**src/rtl/mmio_uart_tx_pkg.sv**
```systemverilog
// Shared types and register-map constants for the memory-mapped UART transmitter.
package uart_pkg;

  // Transmit frame sequencer states.
  typedef enum logic [1:0] {
    IDLE  = 2'd0,
    START = 2'd1,
    DATA  = 2'd2,
    STOP  = 2'd3
  } uart_state_t;

  // Register offsets inside the 8-byte window.
  localparam logic [2:0] TXDATA_OFS = 3'd0;
  localparam logic [2:0] STATUS_OFS = 3'd4;

  // STATUS register bit positions.
  localparam int ST_FULL  = 0;
  localparam int ST_EMPTY = 1;
  localparam int ST_BUSY  = 2;
  localparam int ST_OVF   = 3;

endpackage

```
**src/rtl/mmio_uart_tx_sync_fifo.sv**
```systemverilog
// Single-clock FIFO with a combinational head word; occupancy tracked by a
// count one bit wider than the pointers so full and empty are unambiguous.
module sync_fifo #(
  parameter int WIDTH = 8,
  parameter int DEPTH = 8
) (
  input  logic             clk,
  input  logic             clr,
  input  logic             push,
  input  logic             pop,
  input  logic [WIDTH-1:0] din,
  output logic [WIDTH-1:0] dout,
  output logic             full,
  output logic             empty
);

  localparam int PTR_W = $clog2(DEPTH);
  localparam int CNT_W = PTR_W + 1;

  logic [WIDTH-1:0] r_mem [DEPTH];
  logic [PTR_W-1:0] r_wr_ptr;
  logic [PTR_W-1:0] r_rd_ptr;
  logic [CNT_W-1:0] r_count;
  logic             w_do_push;
  logic             w_do_pop;

  assign full  = (r_count == CNT_W'(DEPTH));
  assign empty = (r_count == '0);
  assign dout  = r_mem[r_rd_ptr];

  // A push into a full FIFO is only taken when the head leaves on the same edge.
  assign w_do_pop  = pop & ~empty;
  assign w_do_push = push & (~full | w_do_pop);

  // Storage array; contents need no reset because the count gates visibility.
  always_ff @(posedge clk) begin
    if (w_do_push) r_mem[r_wr_ptr] <= din;
  end

  // Pointers wrap naturally; count moves only when exactly one side is active.
  always_ff @(posedge clk or negedge clr) begin
    if (!clr) begin
      r_wr_ptr <= '0;
      r_rd_ptr <= '0;
      r_count  <= '0;
    end else begin
      if (w_do_push) r_wr_ptr <= r_wr_ptr + PTR_W'(1);
      if (w_do_pop)  r_rd_ptr <= r_rd_ptr + PTR_W'(1);
      case ({w_do_push, w_do_pop})
        2'b10:   r_count <= r_count + CNT_W'(1);
        2'b01:   r_count <= r_count - CNT_W'(1);
        default: r_count <= r_count;
      endcase
    end
  end

endmodule

```
**src/rtl/mmio_uart_tx.sv**
```systemverilog
// Memory-mapped 8N1 UART transmitter: store decode, TX FIFO, sticky overflow
// flag and the frame sequencer that drives a registered serial line.
module mmio_uart_tx
  import uart_pkg::*;
#(
  parameter logic [31:0] BASE_ADDR    = 32'h0000_1000,
  parameter int          CLKS_PER_BIT = 868,
  parameter int          FIFO_DEPTH   = 8
) (
  input  logic        clk,
  input  logic        clr,
  input  logic        we,
  input  logic [3:0]  byteEnable,
  input  logic [31:0] a,
  input  logic [31:0] wd,
  output logic [31:0] rd,
  output logic        hit,
  output logic        tx
);

  localparam int              BAUD_W    = $clog2(CLKS_PER_BIT);
  localparam logic [BAUD_W-1:0] BAUD_LAST = BAUD_W'(CLKS_PER_BIT - 1);

  uart_state_t       r_state;
  uart_state_t       w_state_n;
  logic [BAUD_W-1:0] r_baud;
  logic [BAUD_W-1:0] w_baud_n;
  logic [2:0]        r_bit;
  logic [2:0]        w_bit_n;
  logic [7:0]        r_shift;
  logic [7:0]        w_shift_n;
  logic              r_tx;
  logic              w_tx_n;
  logic              r_ovf;

  logic              w_hit;
  logic              w_sel_txdata;
  logic              w_sel_status;
  logic              w_push_req;
  logic              w_push;
  logic              w_pop;
  logic              w_ovf_set;
  logic              w_ovf_clr;
  logic              w_full;
  logic              w_empty;
  logic              w_busy;
  logic              w_bit_end;
  logic [7:0]        w_head;
  logic [31:0]       w_status;
  logic              w_unused;

  // Address decode: a[1:0] never matters, a[2] picks the register.
  assign w_hit        = (a[31:3] == BASE_ADDR[31:3]);
  assign w_sel_txdata = (a[2] == TXDATA_OFS[2]);
  assign w_sel_status = (a[2] == STATUS_OFS[2]);
  assign w_push_req   = we & w_hit & w_sel_txdata & byteEnable[0];
  assign w_ovf_clr    = we & w_hit & w_sel_status & byteEnable[0] & wd[3];

  // A byte arriving at a full FIFO survives only if the sequencer pops now.
  assign w_push    = w_push_req & (~w_full | w_pop);
  assign w_ovf_set = w_push_req & w_full & ~w_pop;

  assign w_busy    = (r_state != IDLE);
  assign w_bit_end = (r_baud == BAUD_LAST);
  assign hit       = w_hit;
  assign tx        = r_tx;

  // Upper data bits, alignment bits and upper byte lanes carry no meaning here.
  assign w_unused = ^{wd[31:8], a[1:0], byteEnable[3:1]};

  sync_fifo #(
    .WIDTH (8),
    .DEPTH (FIFO_DEPTH)
  ) u_fifo (
    .clk   (clk),
    .clr   (clr),
    .push  (w_push),
    .pop   (w_pop),
    .din   (wd[7:0]),
    .dout  (w_head),
    .full  (w_full),
    .empty (w_empty)
  );

  // STATUS word assembly and read mux; TXDATA and misses read as zero.
  always_comb begin
    w_status           = '0;
    w_status[ST_FULL]  = w_full;
    w_status[ST_EMPTY] = w_empty;
    w_status[ST_BUSY]  = w_busy;
    w_status[ST_OVF]   = r_ovf;
    rd                 = (w_hit && w_sel_status) ? w_status : '0;
  end

  // Sticky overflow flag; a simultaneous set takes priority over the clear.
  always_ff @(posedge clk or negedge clr) begin
    if (!clr)           r_ovf <= 1'b0;
    else if (w_ovf_set) r_ovf <= 1'b1;
    else if (w_ovf_clr) r_ovf <= 1'b0;
  end

  // Sequencer control state, baud counter, bit index and line level.
  always_ff @(posedge clk or negedge clr) begin
    if (!clr) begin
      r_state <= IDLE;
      r_baud  <= '0;
      r_bit   <= '0;
      r_tx    <= 1'b1;
    end else begin
      r_state <= w_state_n;
      r_baud  <= w_baud_n;
      r_bit   <= w_bit_n;
      r_tx    <= w_tx_n;
    end
  end

  // Shift register holds data only, so it carries no reset.
  always_ff @(posedge clk) begin
    r_shift <= w_shift_n;
  end

  // Next-state logic; the line level for the coming cycle is decided here so
  // the output flop never glitches.
  always_comb begin
    w_state_n = r_state;
    w_baud_n  = r_baud;
    w_bit_n   = r_bit;
    w_shift_n = r_shift;
    w_tx_n    = r_tx;
    w_pop     = 1'b0;
    unique case (r_state)
      IDLE: begin
        w_tx_n = 1'b1;
        if (!w_empty) begin
          w_pop     = 1'b1;
          w_shift_n = w_head;
          w_baud_n  = '0;
          w_bit_n   = '0;
          w_state_n = START;
          w_tx_n    = 1'b0;
        end
      end
      START: begin
        if (w_bit_end) begin
          w_baud_n  = '0;
          w_state_n = DATA;
          w_tx_n    = r_shift[0];
        end else begin
          w_baud_n = r_baud + BAUD_W'(1);
        end
      end
      DATA: begin
        if (w_bit_end) begin
          w_baud_n  = '0;
          w_shift_n = {1'b0, r_shift[7:1]};
          if (r_bit == 3'd7) begin
            w_state_n = STOP;
            w_tx_n    = 1'b1;
          end else begin
            w_bit_n = r_bit + 3'd1;
            w_tx_n  = r_shift[1];
          end
        end else begin
          w_baud_n = r_baud + BAUD_W'(1);
        end
      end
      STOP: begin
        if (w_bit_end) begin
          w_baud_n = '0;
          if (!w_empty) begin
            w_pop     = 1'b1;
            w_shift_n = w_head;
            w_bit_n   = '0;
            w_state_n = START;
            w_tx_n    = 1'b0;
          end else begin
            w_state_n = IDLE;
            w_tx_n    = 1'b1;
          end
        end else begin
          w_baud_n = r_baud + BAUD_W'(1);
        end
      end
      default: begin
        w_state_n = IDLE;
        w_tx_n    = 1'b1;
      end
    endcase
  end

endmodule

```
**config.mk**
```make
export PLATFORM = sky130hd
export DESIGN_NAME = mmio_uart_tx
export DESIGN_NICKNAME = d
export VERILOG_FILES = /design/src/rtl/mmio_uart_tx_pkg.sv /design/src/rtl/mmio_uart_tx_sync_fifo.sv /design/src/rtl/mmio_uart_tx.sv
export SDC_FILE = /design/constraint.sdc
export NUM_CORES = 1
export LEC_CHECK = 0
export BUFFER_PORTS_ARGS = -buffer_cell sky130_fd_sc_hd__buf_2
export CAP_MARGIN = 20
export CORE_ASPECT_RATIO = 0.75
export CORE_MARGIN = 2
export CORE_UTILIZATION = 60
export CTS_BUF_LIST = sky130_fd_sc_hd__clkbuf_4 sky130_fd_sc_hd__clkbuf_8
export DETAILED_ROUTE_END_ITERATION = 7
export PLACE_DENSITY = 0.87
export REMOVE_ABC_BUFFERS = 1
export SLEW_MARGIN = 10
export SYNTH_ARGS = -nofsm -noshare
export SYNTH_HDL_FRONTEND = slang
export SYNTH_SLANG_ARGS = --single-unit
export TNS_END_PERCENT = 30
```
**constraint.sdc**
```tcl
create_clock -name clk -period 9.02 [get_ports clk]
set_clock_uncertainty 0.15 [all_clocks]
set_input_delay 0.902 -clock clk [delete_from_list [all_inputs] [get_ports clk]]
set_output_delay 0.902 -clock clk [all_outputs]
set_load 0.02 [all_outputs]
```
### Yosys cells after proc, flatten, opt, wreduce, memory -nomap -nowiden

Memory sizes are Yosys's and may differ from the RTL's.
Index checks and enable logic that the tools add are counted.

| storage, ports and cells | value |
|---|---|
| flip-flop bits (word level) | 35 |
| bits of input ports | 71 |
| memory bits (writable) | 64 |
| word-level logic and storage cells | 94 |
| memories | 1 |

Memory list:

| memory | words | width | read ports | clocked after Yosys merged registers in | wr ports | RTL line | text |
|---|---|---|---|---|---|---|---|
| u_fifo.r_mem | 8 | 8 | 1 | 0 | 1 | mmio_uart_tx_sync_fifo.sv:20 | `logic [WIDTH-1:0] r_mem [DEPTH];` |

| operators by class | value |
|---|---|
| reduce and logical (&&, ||, !) cells | 12 |
| bitwise logic cells | 17 |
| equality and inequality tests | 15 |
| $add $sub $neg | 6 |
| muxes and demuxes | 34 |

Operators by type and width:

| cell | number |
|---|---|
| 29-bit by 10-bit equality test with 1-bit output, second input constant | 1 |
| 8-bit two-way mux | 3 |
| 8-bit case mux with 3 select lines | 1 |
| 10-bit two-way mux | 2 |
| 10-bit case mux with 2 select lines | 1 |
| 1-bit two-way mux | 12 |
| 3-bit two-way mux | 4 |
| 2-bit != test, second input constant | 6 |
| 1-bit bitwise AND | 11 |
| 10-bit by 1-bit adder with 10-bit output, second input constant | 1 |
| 10-bit equality test, second input constant | 1 |
| 2-bit two-way mux | 5 |
| 3-bit by 1-bit adder with 3-bit output, second input constant | 3 |
| 3-bit case mux with 3 select lines | 1 |
| 2-bit case mux with 4 select lines | 1 |
| 4-bit case mux with 2 select lines | 1 |
| 2-bit equality test, second input constant | 3 |
| 3-bit AND reduction | 2 |
| 2-bit nonzero test | 3 |
| 5-bit AND reduction | 1 |
| 4-bit by 1-bit adder with 4-bit output, second input constant | 1 |
| 2-bit by 1-bit equality test with 1-bit output, second input constant | 2 |
| 4-bit equality test, second input constant | 1 |
| 4-bit logical NOT | 1 |
| 12 further kinds | 16 |

### Longest topological paths before layout

Gate-level depths: netlist of run 1.

| logic depth | value |
|---|---|
| depth in word-level cells | 9 |
| depth in mapped cells | 14 |
| mapped depth without buffers | 13 |

### Hierarchy

From an unflattened synthesis of run 1, not the netlist that was laid out.

| unflattened totals | value |
|---|---|
| cells, all modules | 354 |
| area total of the unflattened synthesis | 4941.0 µm² |

Modules (own cells, without submodules):

| module | area each (µm²) | instances | cells each |
|---|---|---|---|
| sync_fifo | 3150.5 | 1 | 162 |
| mmio_uart_tx | 1790.5 | 1 | 192 |

### Worst setup path after synthesis of run 1

OpenSTA, ideal clock, no wires.

| timing path | value |
|---|---|
| kind | input-to-reg |
| start | input a[3] |
| end | register u_fifo.r_count[2] |
| slack | 5.376 ns |
| data arrival time | 3.367 ns |
| setup time | 0.127 ns |
| cell stages on the path | 12 |
| path through | nor4_1 nand2_1 or4_4 buf_6 or3_1 ha_1 xor2_1 ha_1 a21oi_1 xor2_1 nor2_1 xor2_1 |

| between the ends | value |
|---|---|
| cells in the longest elaborated chain, start to end | 8 |
| elaborated cells on any way between the ends | 10 |

RTL lines:

| element | RTL line | text |
|---|---|---|
| from (decl) | mmio_uart_tx.sv:14 | `input logic [31:0] a,` |
| 29-bit by 10-bit equality test with 1-bit output * | mmio_uart_tx.sv:53 | `assign w_hit = (a[31:3] == BASE_ADDR[31:3]);` |
| 1-bit bitwise AND * (3 in a row) | mmio_uart_tx.sv:56 | `assign w_push_req = we & w_hit & w_sel_txdata & byteEnable[0];` |
| 1-bit bitwise AND * | mmio_uart_tx.sv:60 | `assign w_push = w_push_req & (~w_full \| w_pop);` |
| 1-bit bitwise AND * | mmio_uart_tx_sync_fifo.sv:33 | `assign w_do_push = push & (~full \| w_do_pop);` |
| 2-bit by 1-bit equality test with 1-bit output or 2-bit equality test (tied branches) | mmio_uart_tx_sync_fifo.sv:49 | `case ({w_do_push, w_do_pop})` |
| 4-bit case mux with 2 select lines or 2-bit nonzero test (tied branches) | -- |  |
| to (signal assigned) | mmio_uart_tx_sync_fifo.sv:50 | `2'b10: r_count <= r_count + CNT_W'(1);` |
| to (signal assigned) | mmio_uart_tx_sync_fifo.sv:51 | `2'b01: r_count <= r_count - CNT_W'(1);` |
| to (signal assigned) | mmio_uart_tx_sync_fifo.sv:52 | `default: r_count <= r_count;` |
| to (decl) | mmio_uart_tx_sync_fifo.sv:23 | `logic [CNT_W-1:0] r_count;` |

Mark *: on every way between the ends. The rest lies on a longest branch, timed or not.
A chain may end at the register's enable or synchronous reset.

### Worst setup path after layout of run 1

| timing path | value |
|---|---|
| start | input a[18] |
| end | register u_fifo.r_count[2] |

The elaborated chain is that of the path after synthesis.

==> results of run 1 <==
[cell type report]
cell class,instances,area share (%)
Inverter,6,0.4301
Clock inverter,5,0.8363
Tap cell,105,2.509
Clock buffer,11,2.652
Timing Repair Buffer,56,6.165
Sequential cell,99,54.22
Multi-Input combinational cell,229,33.19
[final timing paths]
check / to / slack (ns)
max in group asynchronous: r_baud[2]$_DFFE_PN0N_ / 7.92
worst max register to register: u_fifo.r_count[2]$_DFFE_PN0P_ / 5.52
worst max-delay path: u_fifo.r_count[2]$_DFFE_PN0P_ / 5.43
min in group asynchronous: r_bit[1]$_DFFE_PN0P_ / 0.38
worst min-delay path: r_baud[9]$_DFFE_PN0N_ / 0.36
worst min register to register: r_baud[9]$_DFFE_PN0N_ / 0.36
[power groups by stage]
stage               combinational (mW)  clock, mW  sequential [mW]
floorplan                       0.0142          0            0.501
global placement                0.0291          0            0.501
detailed placement              0.0308          0            0.501
CTS                             0.0308      0.272            0.491
global route                    0.0344      0.292            0.491
finish                          0.0306      0.268            0.491
[sequential cells by signal, indices dropped and copies added (netlist names)]
| signal | flops |
|---|---|
| r_baud | 10 |
| r_state | 2 |
| r_bit | 3 |
| u_fifo.r_wr_ptr | 3 |
| r_shift | 8 |
| r_ovf | 1 |
| tx | 1 |
| u_fifo.r_rd_ptr | 3 |
| u_fifo.r_mem | 64 |
| u_fifo.r_count | 4 |
[cells in the final DEF (no fill, tap or decap), drive strengths merged, types with 3 or more instances in the layout]
cell	synthesis	routed
edfxtp	72	72
ha	14	14
nand2	32	32
xnor2	3	3
clkbuf	4	12
mux2i	8	8
nor4b	4	4
nand3b	4	4
inv	6	10
dfrtp	26	26
nor3	11	11
and3	4	4
o21ai	22	22
mux2	5	5
nand2b	3	3
nor4	12	12
a22o	3	3
nor2	21	21
xor2	7	7
buf	36	55
mux4	16	16
conb	1	28
a21oi	3	3
[per-layer routing]
metal / up-vias / track usage (%) / wire length, um
met5: - / 0 / 0
met3: 9 / 5.778 / 572
met2: 109 / 36.69 / 4689
met1: 1407 / 27.25 / 3573
met4: 0 / 7.013 / 99
li1: 1356 / - / -
[kinds of logic (layout without fill, tap and decap cells)]
| family | Yosys count | after routing | synth area share [%] |
|---|---|---|---|
| AOI/OAI and AO/OA | 44 | 44 | 5.900 |
| xor gates and xnor gates | 10 | 10 | 1.835 |
| adders and majority gates | 14 | 14 | 3.671 |
| buffers and inverters | 46 | 78 | 6.214 |
| DFF | 99 | 99 | 59.49 |
| muxes | 29 | 29 | 10.41 |
| other | 1 | 28 | 0.07858 |
| and+or+nand+nor | 104 | 104 | 12.40 |
[worst reg2reg max path, stage by stage (launching register included)]
cell and delay [ns]:
dfrtp_1 0.45, inv_1 0.13, ha_1 0.29, inv_1 0.14, nor2_1 0.07, a211oi_2 0.76
or3_1 0.25, ha_1 0.28, xor2_1 0.11, ha_1 0.20, a21oi_1 0.17, xor2_1 0.16
nor2_1 0.07, xor2_1 0.14
[metrics by stage]
step	worst slack (ns)	utilization, %	std cells	power, mW
final	5.430	67.02	511	0.7898
after CTS	5.516	66.48	508	0.7938
after detailed placement	5.116	64.14	492	0.5318
after floorplan	5.451	-	334	0.5151
after global placement	5.214	64.14	492	0.5299
after global routing	5.194	67.02	511	0.8176
==> results.ini, run 1 <==
[timing]
rsz0062_at_grt=false
max_freq_mhz=278.5
max-slew-margin-rel_pct=39.14
finalHoldViolCount=0
finalCritPeriodShare_pct=39.81
setup_tns_ns=0
finalSetupViolCount=0
slew_violations=0
whs_ns=0.3606
post-route-min-period_ns=3.590
tightest_slew_ns=0.9112

[min_path]
holdPathStages=1
hold_path_startpoint=r_baud[9]$_DFFE_PN0N_
worstHoldPathType=flop to flop

[grt]
grt_max_degree=28
grt_overflow_total=0
grt_pass1_vias=2709
grt_first_pass_wirelength_um=13710
grt_usage_pct=21.52
antenna_found_initial=0

[critical_path]
criticalPathCategory=input port to flop
cp_slowest_stage_delay_ns=0.62
critical_path_required_ns=9.13
critPathArrivalTime_ns=3.70
cp-start-kind=input port
crit_cells=12
startpoint=a[18]
path_buf_inv=1
end_kind=flop
path_max_fanout=13
crit_top_cell=xor2_1
r2r_cells=13
critPathSlowestCell=or4_4
path_cells=buf_2, nor4_1, nand4_1, or4_4, or3_1, ha_1, xor2_1, ha_1, a21oi_1, xor2_1, nor2_1, xor2_1
critical-path-top-delay-family=simple AND/OR/NAND/NOR gates
rr_startpoint=r_state[1]$_DFFE_PN0P_

[layout]
area_growth_pct=9.727
multi_input_area_sq_mm=0.001738
fin_nets=486
finish.instance_area_sq_mm=0.005236
n_antenna_cell=0
seq_area_sq_mm=0.002839
fillCellCount=541
drive_above_1_share_pct=26.35

[logic_synthesis]
synth_top_cell_by_area=edfxtp_1
synth_top_area_share_pct=45.31
synth_common_cells=edfxtp_1 (72), nand2_1 (32), buf_4 (30)
avgSynthCellArea_sq_um=13.75
ys_warn_count=0
synth_edf_count=72
seq_area_frac_synth_pct=59.49
synth.most_common_cell=edfxtp_1
ys_seq_elements=99
synth_area_leaders=edfxtp_1 (45%), dfrtp_1 (14%), mux4_2 (7.6%)
ys.flop_type=edfxtp_1
syn_inst=347
ys_types=54
async_flop_share_pct=27.27
synth_area_sq_mm=0.004772

[place]
io_buffers=47
globalplace.congestion=0.8418
post-dp-hpwl_um=6195
post_dp_cell_area_sq_mm=0.005011

[power_and_ir_drop]
leakagePower_nw=1.976
swShare_pct=22.88
pwr-share-clk_pct=34.0
worst_ir_drop_vdd_mv=0.1251
seq_power_share_pct=62.2
combPwrFrac_pct=3.9
power_density_mw_per_mm2=150.8
p_int_uw=609.1
p_sw_uw=180.7

[cts]
cts_resized=0
clk_pin_slew_ns=0.09
cts_setup_buffers=0
cts_tree=done
numCtsBuffers=9
clock_insertion_delay_worst_skew_ns=0.38
cts_hold_buf=0
clockBufferDepth=2
htree_num_levels=3
cts_root_buffer=clkbuf_8
clock-sinks=99

[floorplanning]
die_y_um=81.24
die_area_sq_mm=0.008691
io_pins=105
rows=28
core-area_sq_mm=0.007812
initial_core_util_pct=61.08
die_w_um=107.0

[detailed_routing]
wl_per_cell_um=17.49
drc=0
detail_route.first_pass.iterations=4
drt_iter0_drc=279
routed_via_density=5.638
dr_total_vias=2881
ant_nets=0
drt-total-wl_um=8935

[status]
status=completed

[job]
maxCapViolCount=0

Power figures use the tool's default switching activity.
==> run 2: changes to the inputs <==
CORE_UTILIZATION = 56   (was 60)
PLACE_DENSITY = 0.82   (was 0.87)
clock period = 3.6 ns   (was 9.02 ns; I/O delays follow)
==> results.ini, run 2 (synthesized netlist as in run 1, its figures left out) <==
[critical_path]
regToRegSetupSlack_ns=0.32  ; -5.20 ns
cp-start-kind=flop
path_buf_inv=0  ; -1
path_max_fanout=12  ; -1
critPathArrivalTime_ns=3.37  ; -0.33 ns
cp_slowest_stage_delay_ns=0.47  ; -0.15 ns
criticalPathCategory=flop to flop
critical-path-top-delay-family=simple AND/OR/NAND/NOR gates
path_cells=nand4bb_1, nor4_2, a211oi_4, or3_1, ha_1, xor2_1, ha_1, a21oi_1, xor2_1, nor2_1, xor2_1
critPathSlowestCell=nor4_2
end_kind=flop
critical_path_required_ns=3.70  ; -5.43 ns
crit_top_cell=xor2_1

[power_and_ir_drop]
swShare_pct=22.98  ; +0.10 points
p_int_mw=1.595  ; +160%
seq_power_share_pct=59.5  ; -2.7 points
p_sw_uw=475.9  ; +160%
pwr-share-clk_pct=36.8  ; +2.8 points
worst_ir_drop_vdd_mv=0.3982  ; +220%
power_density_mw_per_mm2=392.0  ; +160%
leakagePower_nw=1.999  ; +1.2%
combPwrFrac_pct=3.7  ; -0.2 points

[layout]
fin_nets=488  ; +0.41%
largest_reg_flops=64  ; unchanged
area_growth_pct=10.72
utilization_pct=63.04  ; -4.0 points
finish.instance_area_sq_mm=0.005284  ; +0.91%
final_common_cell=edfxtp_1
most-common-layout-cells=edfxtp_1 (72), buf_2 (47), nand2_1 (32)
largest-register=u_fifo.r_mem
largestRegisters=u_fifo.r_mem (64), r_baud (10), r_shift (8)
n_antenna_cell=0  ; unchanged
drive_above_1_share_pct=26.47  ; +0.12 points

[floorplanning]
io_pins=105  ; unchanged
core-area_sq_mm=0.008382  ; +7.3%
die_y_um=83.95  ; +3.3%
rows=29  ; +3.6%
die_area_sq_mm=0.009284  ; +6.8%
die_w_um=110.6  ; +3.4%
initial_core_util_pct=56.93  ; -4.1 points

[min_path]
worstHoldPathType=input port to flop

[timing]
finalHoldViolCount=0  ; unchanged
rsz0062_at_grt=false
finalCritPeriodShare_pct=90.98
tightest_slew_ns=0.8722  ; -0.03895 ns
whs_ns=0.09492  ; -0.2656 ns
slew_violations=0  ; unchanged
setup_tns_ns=0  ; unchanged
max_freq_mhz=305.3
max-slew-margin-rel_pct=41.41  ; +2.3 points
finalSetupViolCount=0  ; unchanged
post-route-min-period_ns=3.275

[cts]
cts_setup_buffers=0  ; unchanged
cts_tree=done
cts_root_buffer=clkbuf_8
clockBufferDepth=2  ; unchanged
clk_pin_slew_ns=0.11  ; +0.02 ns
numCtsBuffers=9  ; unchanged
clock_insertion_delay_worst_skew_ns=0.37  ; about the same
clock-sinks=99  ; unchanged
htree_num_levels=3  ; unchanged

[grt]
grt_overflow_total=0  ; unchanged
grt_usage_pct=19.16  ; -2.4 points
grt_pass1_vias=2828  ; +4.4%
use_met1_pct=25.43  ; -1.8 points
grt_max_degree=28  ; unchanged
antenna_found_initial=0  ; unchanged
met3_usage_pct=6.028  ; +0.25 points
use_met2_pct=30.62  ; -6.1 points
grt_first_pass_wirelength_um=13770  ; +0.40%
busiest_layer=met2

[detailed_routing]
drc=0  ; unchanged
detail_route.first_pass.iterations=4  ; unchanged
dr_total_vias=2847  ; -1.2%
wl_per_cell_um=16.40  ; -6.2%
ant_nets=0  ; unchanged
routed_via_density=5.517  ; -2.1%
drt-total-wl_um=8462  ; -5.3%
drt_iter0_drc=185  ; -34%

[place]
globalplace.congestion=0.8129  ; -3.4%
post-dp-hpwl_um=5930  ; -4.3%
post_dp_cell_area_sq_mm=0.005045  ; +0.67%
io_buffers=47  ; unchanged

[status]
status=completed

[job]
maxCapViolCount=0  ; unchanged

-- run 2: changes by cell type in the layout (fill, tap and decap cells not counted), moves of 2 or more --
cell	delta
inv_8	+3
buf_4	+3
inv_6	-2
clkbuf_4	-3
-- run 2: worst paths after layout --
| path | from | to | depth (start not counted) |
|---|---|---|---|
| min reg2reg | r_ovf$_DFFE_PN0P_ | r_ovf$_DFFE_PN0P_ | 1 |
| max in group asynchronous | clr | u_fifo.r_count[1]$_DFFE_PN0P_ | 2 |
| max | r_baud[7]$_DFFE_PN0N_ | u_fifo.r_count[2]$_DFFE_PN0P_ | 11 |
| max reg2reg | r_baud[7]$_DFFE_PN0N_ | u_fifo.r_count[2]$_DFFE_PN0P_ | 11 |
| min in group asynchronous | clr | u_fifo.r_wr_ptr[0]$_DFFE_PN0P_ | 2 |
| min | wd[2] | u_fifo.r_mem[5][2]$_DFFE_PP_ | 1 |
-- run 2: layer usage --
layer / part of all wire, % / routed length (um) / vias up
met5: 0 / 0 / -
met4: 0.91 / 77 / 0
met3: 7.1 / 603 / 10
met2: 49 / 4123 / 93
met1: 43 / 3658 / 1384
li1: - / - / 1360
-- run 2: area by class of cell --
| cell class | instances | area [sq um] |
|---|---|---|
| fillers | 611 | 3098 |
| flip-flops and latches | 99 | 2839 |
| multi-input cells | 229 | 1745 |
| repair buffers | 58 | 320.3 |
| well taps | 108 | 135.1 |
| clock buffers | 9 | 123.9 |
| clock inverters | 7 | 97.59 |
| inverters | 6 | 22.52 |
-- run 2: repair_timing --
action	in CTS	in global routing
hold endpoints to repair	26	0
resized for setup	0	1
hold buffers	1	0
endpoints found under the setup margin	0	2
-- run 2: power by group through the flow --
stage	registers, mW	clock network, mW	logic (mW)
after floorplan	1.26	0	0.0355
after global placement	1.26	0	0.0732
after detailed placement	1.26	0	0.0769
after CTS	1.23	0.788	0.0777
after global routing	1.23	0.827	0.0857
final	1.23	0.763	0.0773
-- run 2: stage by stage --
stage               std cells  worst slack, ns  power (mW)
global placement          499           0.3300       1.328
finish                    516           0.3248       2.071
CTS                       516           0.1779       2.097
floorplan                 334           0.5730       1.291
global route              516          0.04606       2.144
detailed placement        499           0.1888       1.333
